===== src/rtl/aidc_lite_pkg.sv =====
// Shared types and constants for the AIDC-Lite decompression front end.
package aidc_lite_pkg;

    localparam logic [1:0] PFX_RAW  = 2'b00;
    localparam logic [1:0] PFX_ZRLE = 2'b01;
    localparam logic [1:0] PFX_LZ   = 2'b10;

    localparam int LINE_ENTRIES  = 8;
    localparam int ENTRY_W       = 64;
    localparam int IDX_W         = 3;
    localparam int ADDR_W        = 4;
    localparam int RAW_MAX_BEATS = 2 * LINE_ENTRIES;

    typedef enum logic [1:0] {
        ST_IDLE,
        ST_RECV,
        ST_DRAIN,
        ST_OUT
    } state_e;

    function automatic logic pfx_is_eng(input logic [1:0] pfx, input int num_eng);
        return (pfx != PFX_RAW) && (int'(pfx) <= num_eng);
    endfunction

endpackage


===== src/rtl/aidc_lite_line_buf.sv =====
// 8x64 line buffer with a fill bitmap; clear wins over a same-cycle write.
module aidc_lite_line_buf
    import aidc_lite_pkg::*;
(
    input  logic                            clk,
    input  logic                            rst_n,
    input  logic                            clr,
    input  logic                            wr_en,
    input  logic [IDX_W-1:0]                wr_idx,
    input  logic [ENTRY_W-1:0]              wr_data,
    output logic [LINE_ENTRIES*ENTRY_W-1:0] line,
    output logic                            full,
    output logic                            dup
);

    logic [LINE_ENTRIES-1:0][ENTRY_W-1:0] mem_q;
    logic [LINE_ENTRIES-1:0]              bitmap_q;

    always_ff @(posedge clk) begin
        if (!rst_n || clr) begin
            mem_q    <= '0;
            bitmap_q <= '0;
        end else if (wr_en) begin
            mem_q[wr_idx]    <= wr_data;
            bitmap_q[wr_idx] <= 1'b1;
        end
    end

    assign line = mem_q;
    assign full = &bitmap_q;
    assign dup  = wr_en & bitmap_q[wr_idx];

endmodule


===== src/rtl/aidc_lite_decomp_ctrl.sv =====
// AIDC-Lite front end: prefix decode, engine steering, raw-line packing,
// engine write merge into the line buffer and line release.
//
// state | meaning
// IDLE  | waiting for SOP of a new packet
// RECV  | packet beats being accepted and steered
// DRAIN | EOP seen, waiting for the line to fill or time out
// OUT   | line presented, held until out_ready_i
module aidc_lite_decomp_ctrl
    import aidc_lite_pkg::*;
#(
    parameter int NUM_ENG       = 2,
    parameter int DRAIN_TIMEOUT = 32
) (
    input  logic                            clk,
    input  logic                            rst_n,
    input  logic                            in_valid_i,
    output logic                            in_ready_o,
    input  logic                            in_sop_i,
    input  logic                            in_eop_i,
    input  logic [31:0]                     in_data_i,
    output logic [NUM_ENG-1:0]              eng_valid_o,
    output logic                            eng_sop_o,
    output logic                            eng_eop_o,
    output logic [31:0]                     eng_data_o,
    input  logic [NUM_ENG-1:0]              eng_wr_valid_i,
    input  logic [ADDR_W*NUM_ENG-1:0]       eng_wr_addr_i,
    input  logic [ENTRY_W*NUM_ENG-1:0]      eng_wr_data_i,
    output logic                            out_valid_o,
    input  logic                            out_ready_i,
    output logic [LINE_ENTRIES*ENTRY_W-1:0] out_data_o,
    output logic                            out_err_o,
    output logic                            proto_err_o
);

    localparam int CNT_W = $clog2(DRAIN_TIMEOUT + 1);

    state_e             state_q, state_d;
    logic [1:0]         pfx_q, pfx_cur;
    logic               err_q, err_d;
    logic [4:0]         raw_cnt_q;
    logic [31:0]        raw_hi_q;
    logic [CNT_W-1:0]   drain_cnt_q;
    logic               proto_d;
    logic [NUM_ENG-1:0] eng_valid_d;

    logic beat, start, payload, drop, cur_eng, fwd;
    logic raw_beat, raw_over, raw_wr;
    logic wr_window, eng_wr_any, eng_wr_multi, eng_wr_ok, eng_addr_bad;
    logic drain_tc, timeout;

    logic [ADDR_W-1:0]              wr_addr_or;
    logic [ENTRY_W-1:0]             wr_data_or;
    logic                           lb_wr_en, lb_full, lb_dup;
    logic [IDX_W-1:0]               lb_idx;
    logic [ENTRY_W-1:0]             lb_data;
    logic [LINE_ENTRIES*ENTRY_W-1:0] lb_line;

    assign in_ready_o = (state_q == ST_IDLE) || (state_q == ST_RECV);
    assign beat       = in_valid_i & in_ready_o;
    assign start      = beat & in_sop_i;
    assign payload    = beat & ~in_sop_i & (state_q == ST_RECV);
    assign drop       = beat & ~in_sop_i & (state_q == ST_IDLE);
    assign pfx_cur    = start ? in_data_i[31:30] : pfx_q;
    assign cur_eng    = pfx_is_eng(pfx_cur, NUM_ENG);
    assign fwd        = (start | payload) & cur_eng;

    // Raw payload: even beat is held as the upper half, odd beat completes the entry.
    assign raw_beat = payload & (pfx_q == PFX_RAW);
    assign raw_over = raw_beat & (raw_cnt_q >= 5'(RAW_MAX_BEATS));
    assign raw_wr   = raw_beat & raw_cnt_q[0] & ~raw_over;

    always_comb begin
        wr_addr_or = '0;
        wr_data_or = '0;
        for (int i = 0; i < NUM_ENG; i++) begin
            wr_addr_or = wr_addr_or | eng_wr_addr_i[ADDR_W*i +: ADDR_W];
            wr_data_or = wr_data_or | eng_wr_data_i[ENTRY_W*i +: ENTRY_W];
        end
    end

    // Writes racing a restart SOP belong to the abandoned packet and are dropped.
    assign wr_window    = (state_q == ST_RECV) || (state_q == ST_DRAIN);
    assign eng_wr_any   = |eng_wr_valid_i;
    assign eng_wr_multi = $countones(eng_wr_valid_i) > 1;
    assign eng_wr_ok    = eng_wr_any & wr_window & ~start;
    assign eng_addr_bad = wr_addr_or >= ADDR_W'(LINE_ENTRIES);

    assign lb_wr_en = raw_wr | (eng_wr_ok & ~eng_addr_bad);
    assign lb_idx   = raw_wr ? raw_cnt_q[IDX_W:1] : wr_addr_or[IDX_W-1:0];
    assign lb_data  = raw_wr ? {raw_hi_q, in_data_i} : wr_data_or;

    assign drain_tc = drain_cnt_q == CNT_W'(DRAIN_TIMEOUT);
    assign timeout  = (state_q == ST_DRAIN) & ~(lb_full | err_q) & drain_tc;

    always_comb begin
        err_d = err_q;
        if (start) begin
            err_d = ~cur_eng & (pfx_cur != PFX_RAW);
        end else if (raw_over | lb_dup | timeout |
                     (eng_wr_ok & (eng_addr_bad | eng_wr_multi | raw_wr))) begin
            err_d = 1'b1;
        end
    end

    always_comb begin
        proto_d = drop | (start & (state_q == ST_RECV)) |
                  (eng_wr_any & ((state_q == ST_IDLE) || (state_q == ST_OUT)));
        for (int i = 0; i < NUM_ENG; i++) begin
            eng_valid_d[i] = fwd && (pfx_cur == 2'(i + 1));
        end
    end

    always_comb begin
        state_d = state_q;
        case (state_q)
            ST_IDLE:  if (start) state_d = in_eop_i ? ST_DRAIN : ST_RECV;
            ST_RECV:  if (beat && in_eop_i) state_d = ST_DRAIN;
            ST_DRAIN: if (lb_full || err_q || drain_tc) state_d = ST_OUT;
            ST_OUT:   if (out_ready_i) state_d = ST_IDLE;
            default:  state_d = ST_IDLE;
        endcase
    end

    always_ff @(posedge clk) begin
        if (!rst_n) begin
            state_q     <= ST_IDLE;
            pfx_q       <= PFX_RAW;
            err_q       <= 1'b0;
            raw_cnt_q   <= '0;
            raw_hi_q    <= '0;
            drain_cnt_q <= '0;
            proto_err_o <= 1'b0;
            eng_valid_o <= '0;
            eng_sop_o   <= 1'b0;
            eng_eop_o   <= 1'b0;
            eng_data_o  <= '0;
        end else begin
            state_q     <= state_d;
            err_q       <= err_d;
            proto_err_o <= proto_d;
            if (start) begin
                pfx_q     <= pfx_cur;
                raw_cnt_q <= '0;
            end else if (raw_beat && raw_cnt_q <= 5'(RAW_MAX_BEATS)) begin
                raw_cnt_q <= raw_cnt_q + 5'd1;
            end
            if (raw_beat && !raw_cnt_q[0]) raw_hi_q <= in_data_i;
            drain_cnt_q <= (state_q == ST_DRAIN) ? drain_cnt_q + CNT_W'(1) : '0;
            eng_valid_o <= eng_valid_d;
            eng_sop_o   <= fwd & in_sop_i;
            eng_eop_o   <= fwd & in_eop_i;
            eng_data_o  <= fwd ? in_data_i : '0;
        end
    end

    aidc_lite_line_buf u_line_buf (
        .clk     (clk),
        .rst_n   (rst_n),
        .clr     (start),
        .wr_en   (lb_wr_en),
        .wr_idx  (lb_idx),
        .wr_data (lb_data),
        .line    (lb_line),
        .full    (lb_full),
        .dup     (lb_dup)
    );

    assign out_valid_o = state_q == ST_OUT;
    assign out_err_o   = out_valid_o & err_q;
    assign out_data_o  = (out_valid_o && !err_q) ? lb_line : '0;

endmodule


===== config.mk =====
export PLATFORM = sky130hd
export DESIGN_NAME = aidc_lite_decomp_ctrl
export DESIGN_NICKNAME = d
export VERILOG_FILES = /design/src/rtl/aidc_lite_pkg.sv /design/src/rtl/aidc_lite_line_buf.sv /design/src/rtl/aidc_lite_decomp_ctrl.sv
export SDC_FILE = /design/constraint.sdc
export NUM_CORES = 1
export LEC_CHECK = 0
export ABC_AREA = 1
export ABC_CLOCK_PERIOD_IN_PS = 2400
export CORE_AREA = 2 2 279 281
export DETAILED_ROUTE_END_ITERATION = 10
export DIE_AREA = 0 0 281 283
export GPL_TIMING_DRIVEN = 0
export SKIP_LAST_GASP = 1
export SLEW_MARGIN = 15
export SYNTH_ARGS = -nofsm -noshare
export SYNTH_HDL_FRONTEND = slang
export SYNTH_HIERARCHICAL = 1
export SYNTH_SLANG_ARGS = --single-unit

===== constraint.sdc =====
create_clock -name clk -period 2.4 [get_ports clk]
set_input_delay 0.48 -clock clk [delete_from_list [all_inputs] [get_ports clk]]
set_output_delay 0.48 -clock clk [all_outputs]
set_load 0.02 [all_outputs]

==> flow_summary.yaml, run 1 <==
run_status:
  status: "finished, violations left"
  violations: "setup timing"
detailed_routing:
  via_per_inst: 4.888
  wirelength_um: 134200
  drc_errors: 0
  drtIter0Drc: 2741
  wl_per_cell_um: 22.47
  first_pass_iters: 7
  detail-route-antenna-nets: 0
  vias: 29190
pwr:
  switchingPower_mw: 7.699
  total_power_mw: 26.07
  power.density_nw_per_um2: 650.6
  ir_drop_mv: 0.5370
  pwr-share-seq: 0.400
  p_int_mw: 18.37
  power_frac_comb: 0.184
  p_leak_nw: 14.38
  switching_share: 0.2954
  pwr-share-clk: 0.416
sta:
  finalHoldViolCount: 0
  rsz0062_at_grt: "true"
  fmax_mhz: 361.5
  worstMarginPinSlew_ps: 767.4
  period_share: 1.153
  setup_viol: 1019
  skew_ps: 12.62
  setup_tns_ps: -168630
  finalCriticalPeriod_ps: 2766
  timing.hold.ws_ps: 459.3
  worst_slack_ps: -366.4
  slew_headroom: 0.4884
  slew_violations: 0
cts:
  cts_sinks: 605
  cts_tree: "built"
  cts_buffer_depth: 3
  htree_levels: 3
  insertion_delay_ps: 610
  root_buffer: "clkbuf_16"
  cts-buffers-inserted: 70
  clk_pin_slew_ps: 60
logic_synthesis:
  synth_edf_count: 0
  avgSynthCellArea_um2: 6.616
  synth_warnings: 6
  synth_seq_cells: 605
  syn_area_um2: 26420
  syn_nets: 4181
  synthDistinctLibCells: 24
  syn_inst: 3993
  async_reset_ff_frac: 0
  synthFlopType: "dfxtp_1"
  ys_seq_area_frac: 0.4585
cells_and_area:
  nFillCells: 7724
  nets: 5067
  seq_area_um2: 12120
  multi_input_area_um2: 11680
  instances_no_fill: 5971
  drive_gt1_frac: 0.2177
  fin_util: 0.5224
  post-route-cell-area_um2: 40070
  area_growth_pct: 51.67
worst_setup_path:
  cp-start-kind: "flip-flop"
  cp_max_fo: 10
  reg2reg_from: "state_q[0]"
  r2r_cells: 13
  reg2reg_slack_ps: -250
  setup.worst_path.end_class: "output port"
  crit_required_ps: 1920
  crit_start: "state_q[0]"
  crit_path_end: "out_data_o[483]"
  worstPathArrival_ps: 2290
  r2r_end: "eng_data_o[31]"
  critical_path_class: "reg2out"
grt:
  antenna_found_initial: 15
  grt_max_degree: 13
  grt_first_pass_wirelength_um: 186200
  first_global_vias: 26780
  overflow: 0
  track_usage: 0.3234
place:
  place_congestion: 0.9184
  placed_cells: 5760
  io_buffers: 727
  placed_cell_area_um2: 35000
  preCtsSetupSlack_ps: -1870
  hpwl_um: 98320
floorplanning:
  io_pins: 728
  coreArea_um2: 76700
  die_h_um: 283
  die_x_um: 281
  initial_core_util: 0.3444
  die_area_um2: 79520
  rows: 102
worst_hold_path:
  min_path_type: "reg2reg"
  hold_depth: 2
flow_run:
  max_cap_violations: 0
[synthesized netlist by cell type, types with 3 or more instances]
master / number / share of area
buf_2: 164 / 0.031
buf_1: 3 / 0.00043
a21oi_1: 593 / 0.11
clkbuf_1: 85 / 0.012
buf_6: 22 / 0.0094
nand3_1: 12 / 0.0023
buf_4: 38 / 0.011
o21ai_1: 10 / 0.0019
nand2_2: 4 / 0.00095
o21ai_0: 101 / 0.019
nand4_1: 6 / 0.0014
nand2_1: 1086 / 0.15
inv_1: 597 / 0.085
dfxtp_1: 605 / 0.46
nor2_1: 638 / 0.091
inv_2: 7 / 0.00099
ha_1: 12 / 0.0057
[per-layer routing]
layer	global-route usage	share of wire	wire length, um	up-vias
met3	0.05055	0.079	10590	268
met5	0	0.000075	10	-
li1	-	-	-	13760
met2	0.5329	0.46	61870	1346
met4	0.1293	0.051	6838	2
met1	0.4213	0.41	54860	13820
[kinds of logic (layout without fill, tap and decap cells)]
logic type,count (synthesis),after routing,synth area share
and+or+nand+nor,1751,1752,0.2513
buffers and inverters,916,1851,0.1496
AOI/OAI and AO/OA,705,705,0.1337
DFF,605,605,0.4585
adders and majority gates,12,12,0.005684
xor gates and xnor gates,4,4,0.001326
other,0,2,0
[state kept, by name, indices dropped and copies added, names as in the netlist, 2 cells and up]
signal / cells
u_line_buf/line: 512
eng_data_o: 32
raw_hi_q: 32
u_line_buf/bitmap_q: 8
drain_cnt_q: 6
raw_cnt_q: 5
eng_valid_o: 2
pfx_q: 2
state_q: 2
[cell usage in the layout, fill, tap and decap left out, types with 3 or more instances in the layout]
cell type,n
inv_1,590
nor2_2,66
clkbuf_2,142
clkinv_2,10
buf_4,158
nand2_8,3
ha_1,10
a21oi_1,589
buf_12,38
bufinv_16,3
nand4_1,6
buf_6,171
dlygate4sd2_1,94
buf_2,92
o21ai_1,16
inv_6,8
o21ai_4,6
buf_1,3
inv_2,8
nand2_1,1075
clkbuf_4,24
clkbuf_8,18
nor2_1,448
nand2_2,8
clkdlybuf4s15_2,67
nor2_4,126
clkbuf_16,79
buf_8,16
buf_16,8
clkbuf_1,40
clkdlybuf4s15_1,61
o21ai_0,89
nand2_4,5
dfxtp_1,603
nand3_1,11
clkdlybuf4s50_1,215
a21oi_2,4
[worst min-delay path by stage]
stage | from | endpoint | slack (ps)
after floorplan | u_line_buf/line[384] | u_line_buf/line[384] | 440
after global placement | u_line_buf/line[331] | u_line_buf/line[331] | 450
after detailed placement | u_line_buf/line[462] | u_line_buf/line[462] | 450
after CTS | u_line_buf/line[350] | u_line_buf/line[350] | 460
after global routing | u_line_buf/line[510] | u_line_buf/line[510] | 470
final | u_line_buf/line[390] | u_line_buf/line[390] | 460
[cell type report]
class / count / share of cell area
multi-input cells: 2473 / 0.2915
flip-flops and latches: 605 / 0.3024
repair buffers: 812 / 0.1941
diodes: 2 / 0.0001249
inverters: 604 / 0.05787
plain buffers: 311 / 0.06399
repair inverters: 2 / 0.0004372
well taps: 1040 / 0.03248
clock buffers: 104 / 0.05250
clock inverters: 18 / 0.004591
[timing repair]
item,CTS,global route
gates cloned,13,5
endpoints found under the setup margin,1072,1071
hold endpoints to repair,0,0
pin swaps,8,7
setup buffers,53,17
resized for setup,2066,548
hold buffers,0,0
[power by group through the flow]
stage / clock network (mW) / logic (mW) / registers, mW
2_1_floorplan: 0 / 1.77 / 10.6
3_3_place_gp: 0 / 3.49 / 10.6
3_5_place_dp: 0 / 3.51 / 10.6
4_1_cts: 10.9 / 4.53 / 10.4
5_1_grt: 11.4 / 5.03 / 10.4
6_report: 10.8 / 4.80 / 10.4
[worst max-delay path: stages (launching register included)]
cell	delay, ps
dfxtp_4	380
ha_4	210
buf_12	120
nand2_8	80
clkbuf_4	270
nor2_1	250
clkdlybuf4s15_1	350
Power figures use the tool's default switching activity.
==> run 2: changes to the inputs <==
CTS_CLUSTER_DIAMETER = 60   (was not set)
==> run 2 against run 1 <==
Net effect: the run still ends with setup timing left; wire length is 6.4% higher; final cell count up 1.7%; clock skew up 5.4 ps; register-to-register slack lost 160 ps; hold slack hardly changed; total power rose by 2.4%; cell area up 8.8%; first-iteration DRC count grew 8.8%; non-clock buffer count up 97; sequential power barely moved; critical path depth grew 12; largest cell class is now buffers.
==> flow_summary.yaml, run 2 (synthesis results as in run 1) <==
run_status:
  status: "finished, violations left"
  violations: "setup timing"
worst_setup_path:
  worst_path_largest_cell_delay_ps: 360
  path_buf_inv: 8
  setup.worst_path.end_class: "flip-flop"
  cp-start-kind: "flip-flop"
  reg2reg_from: "state_q[1]"
  cp_max_fo: 8
  crit_family: "buffers and inverters"
  reg2reg_slack_ps: -410
  worstPathArrival_ps: 3350
  critical_path_class: "reg2reg"
  crit_chain: "buf_4, inv_4, ha_4, nand3_4, nor2_4, nand2_4, buf_12, o21ai_4, o21ai_4, buf_6, nor2_4, nand2_8, inv_16, buf_8, buf_6, buf_8, nand2_1, a21oi_1"
  crit_required_ps: 2930
  r2r_end: "u_line_buf/line[60]"
  critPathSlowestCell: "dfxtp_4"
  r2r_cells: 18
detailed_routing:
  drc_errors: 0
  vias: 30220
  wl_per_cell_um: 23.51
  via_per_inst: 4.977
  wirelength_um: 142700
  detail-route-antenna-nets: 0
  drtIter0Drc: 2981
  first_pass_iters: 8
worst_hold_path:
  whs_endpoint: "u_line_buf/line[462]"
  hold_start: "u_line_buf/line[462]"
  min_path_type: "reg2reg"
  hold_depth: 2
cts:
  clk_pin_slew_ps: 60
  htree_levels: 3
  ctsHoldBuffers: 0
  cts_sinks: 605
  cts_tree: "built"
  root_buffer: "clkbuf_16"
  cts-buffers-inserted: 72
  insertion_delay_ps: 610
  cts_buffer_depth: 3
pwr:
  p_int_mw: 18.73
  switching_share: 0.2980
  pwr-share-seq: 0.391
  power_frac_comb: 0.191
  p_leak_nw: 16.00
  power.density_nw_per_um2: 612.1
  pwr-share-clk: 0.418
  ir_drop_mv: 0.5560
  switchingPower_mw: 7.950
sta:
  timing.hold.ws_ps: 459.0
  worst_slack_ps: -413.1
  setup_viol: 1050
  period_share: 1.172
  slew_violations: 0
  slew_headroom: 0.4598
  finalHoldViolCount: 0
  rsz0062_at_grt: "true"
  worstMarginPinSlew_ps: 810.4
  fmax_mhz: 355.5
  finalCriticalPeriod_ps: 2813
  skew_ps: 18.01
cells_and_area:
  final_cell_mix: "936 x nand2_1, 603 x dfxtp_1, 588 x inv_1"
  drive_gt1_frac: 0.2638
  area_growth_pct: 64.98
  largest_reg_flops: 512
  mostFrequentLayoutCell: "nand2_1"
  post-route-cell-area_um2: 43580
  instances_no_fill: 6072
  nets: 5167
  nFillCells: 7238
grt:
  antenna_found_initial: 9
  grt_first_pass_wirelength_um: 185700
  overflow: 0
  track_usage: 0.3225
  grt_max_degree: 13
  first_global_vias: 26660
floorplanning:
  die_h_um: 283
  die_area_um2: 79520
  die_x_um: 281
  initial_core_util: 0.3444
  rows: 102
  coreArea_um2: 76700
  io_pins: 728
place:
  place_congestion: 0.9184
  io_buffers: 727
  hpwl_um: 98320
  placed_cells: 5760
  placed_cell_area_um2: 35000
flow_run:
  max_cap_violations: 0
## run 2: layout make-up
cell class              instances  area [um2]  share of cell area
repair inverters                3       31.28           0.0007177
flip-flops and latches        605       12120              0.2781
well taps                    1040        1301             0.02986
repair buffers                910        9879              0.2267
inverters                     604        2379             0.05457
clock inverters                23       274.0            0.006287
clock buffers                 102        2087             0.04789
multi-input cells            2473       12500              0.2868
diodes                          2       5.005           0.0001148
plain buffers                 310        3007             0.06899
## run 2: worst reg2reg max path: cells and delay by family, from the launching register on
| family | cells | cell delay (ps) |
|---|---|---|
| simple gates | 6 | 830 |
| fa+ha+maj | 1 | 160 |
| buf+inv | 8 | 1000 |
| flops | 1 | 360 |
| compound gates | 3 | 380 |
## run 2: worst max-delay path by stage
stage | to | slack (ps) | startpoint | cells after the start
2_1_floorplan | u_line_buf/line[290] | 30 | state_q[1] | 16
3_3_place_gp | u_line_buf/line[159] | -1830 | in_sop_i | 14
3_5_place_dp | u_line_buf/line[407] | -1870 | in_sop_i | 13
4_1_cts | u_line_buf/line[269] | -470 | state_q[1] | 17
5_1_grt | u_line_buf/line[60] | -440 | state_q[1] | 18
6_report | u_line_buf/line[60] | -410 | state_q[1] | 18
## run 2: repair_timing
item | CTS | global route
resized for setup | 2055 | 807
hold endpoints to repair | 0 | 0
cloned | 13 | 62
pin swaps | 7 | 88
setup buffers | 53 | 59
setup endpoints to repair | 1072 | 1069
## run 2: layer usage
metal	track usage	wire length [um]	vias to the layer above
met5	0	0	-
met4	0.1271	7424	0
met3	0.05533	11880	289
met2	0.5308	66240	1559
met1	0.4185	57180	14410
li1	-	-	13960
## run 2: power by group through the flow
stage / combinational, mW / clock (mW) / sequential, mW
6_report: 5.10 / 11.1 / 10.4
5_1_grt: 5.30 / 11.7 / 10.5
4_1_cts: 4.48 / 11.2 / 10.4
3_5_place_dp: 3.51 / 0 / 10.6
3_3_place_gp: 3.49 / 0 / 10.6
2_1_floorplan: 1.77 / 0 / 10.6
## run 2: stage by stage
| stage | setup WS (ps) | total power, mW | TNS [ps] | utilization |
|---|---|---|---|---|
| floorplan | 32.52 | 12.41 | 0 | - |
| global placement | -1827 | 14.11 | -1373380 | 0.4562 |
| detailed placement | -1870 | 14.13 | -1323010 | 0.4563 |
| CTS | -469.3 | 26.11 | -337490 | 0.5138 |
| global route | -442.1 | 27.41 | -312960 | 0.5682 |
| finish | -413.1 | 26.68 | -259510 | 0.5682 |
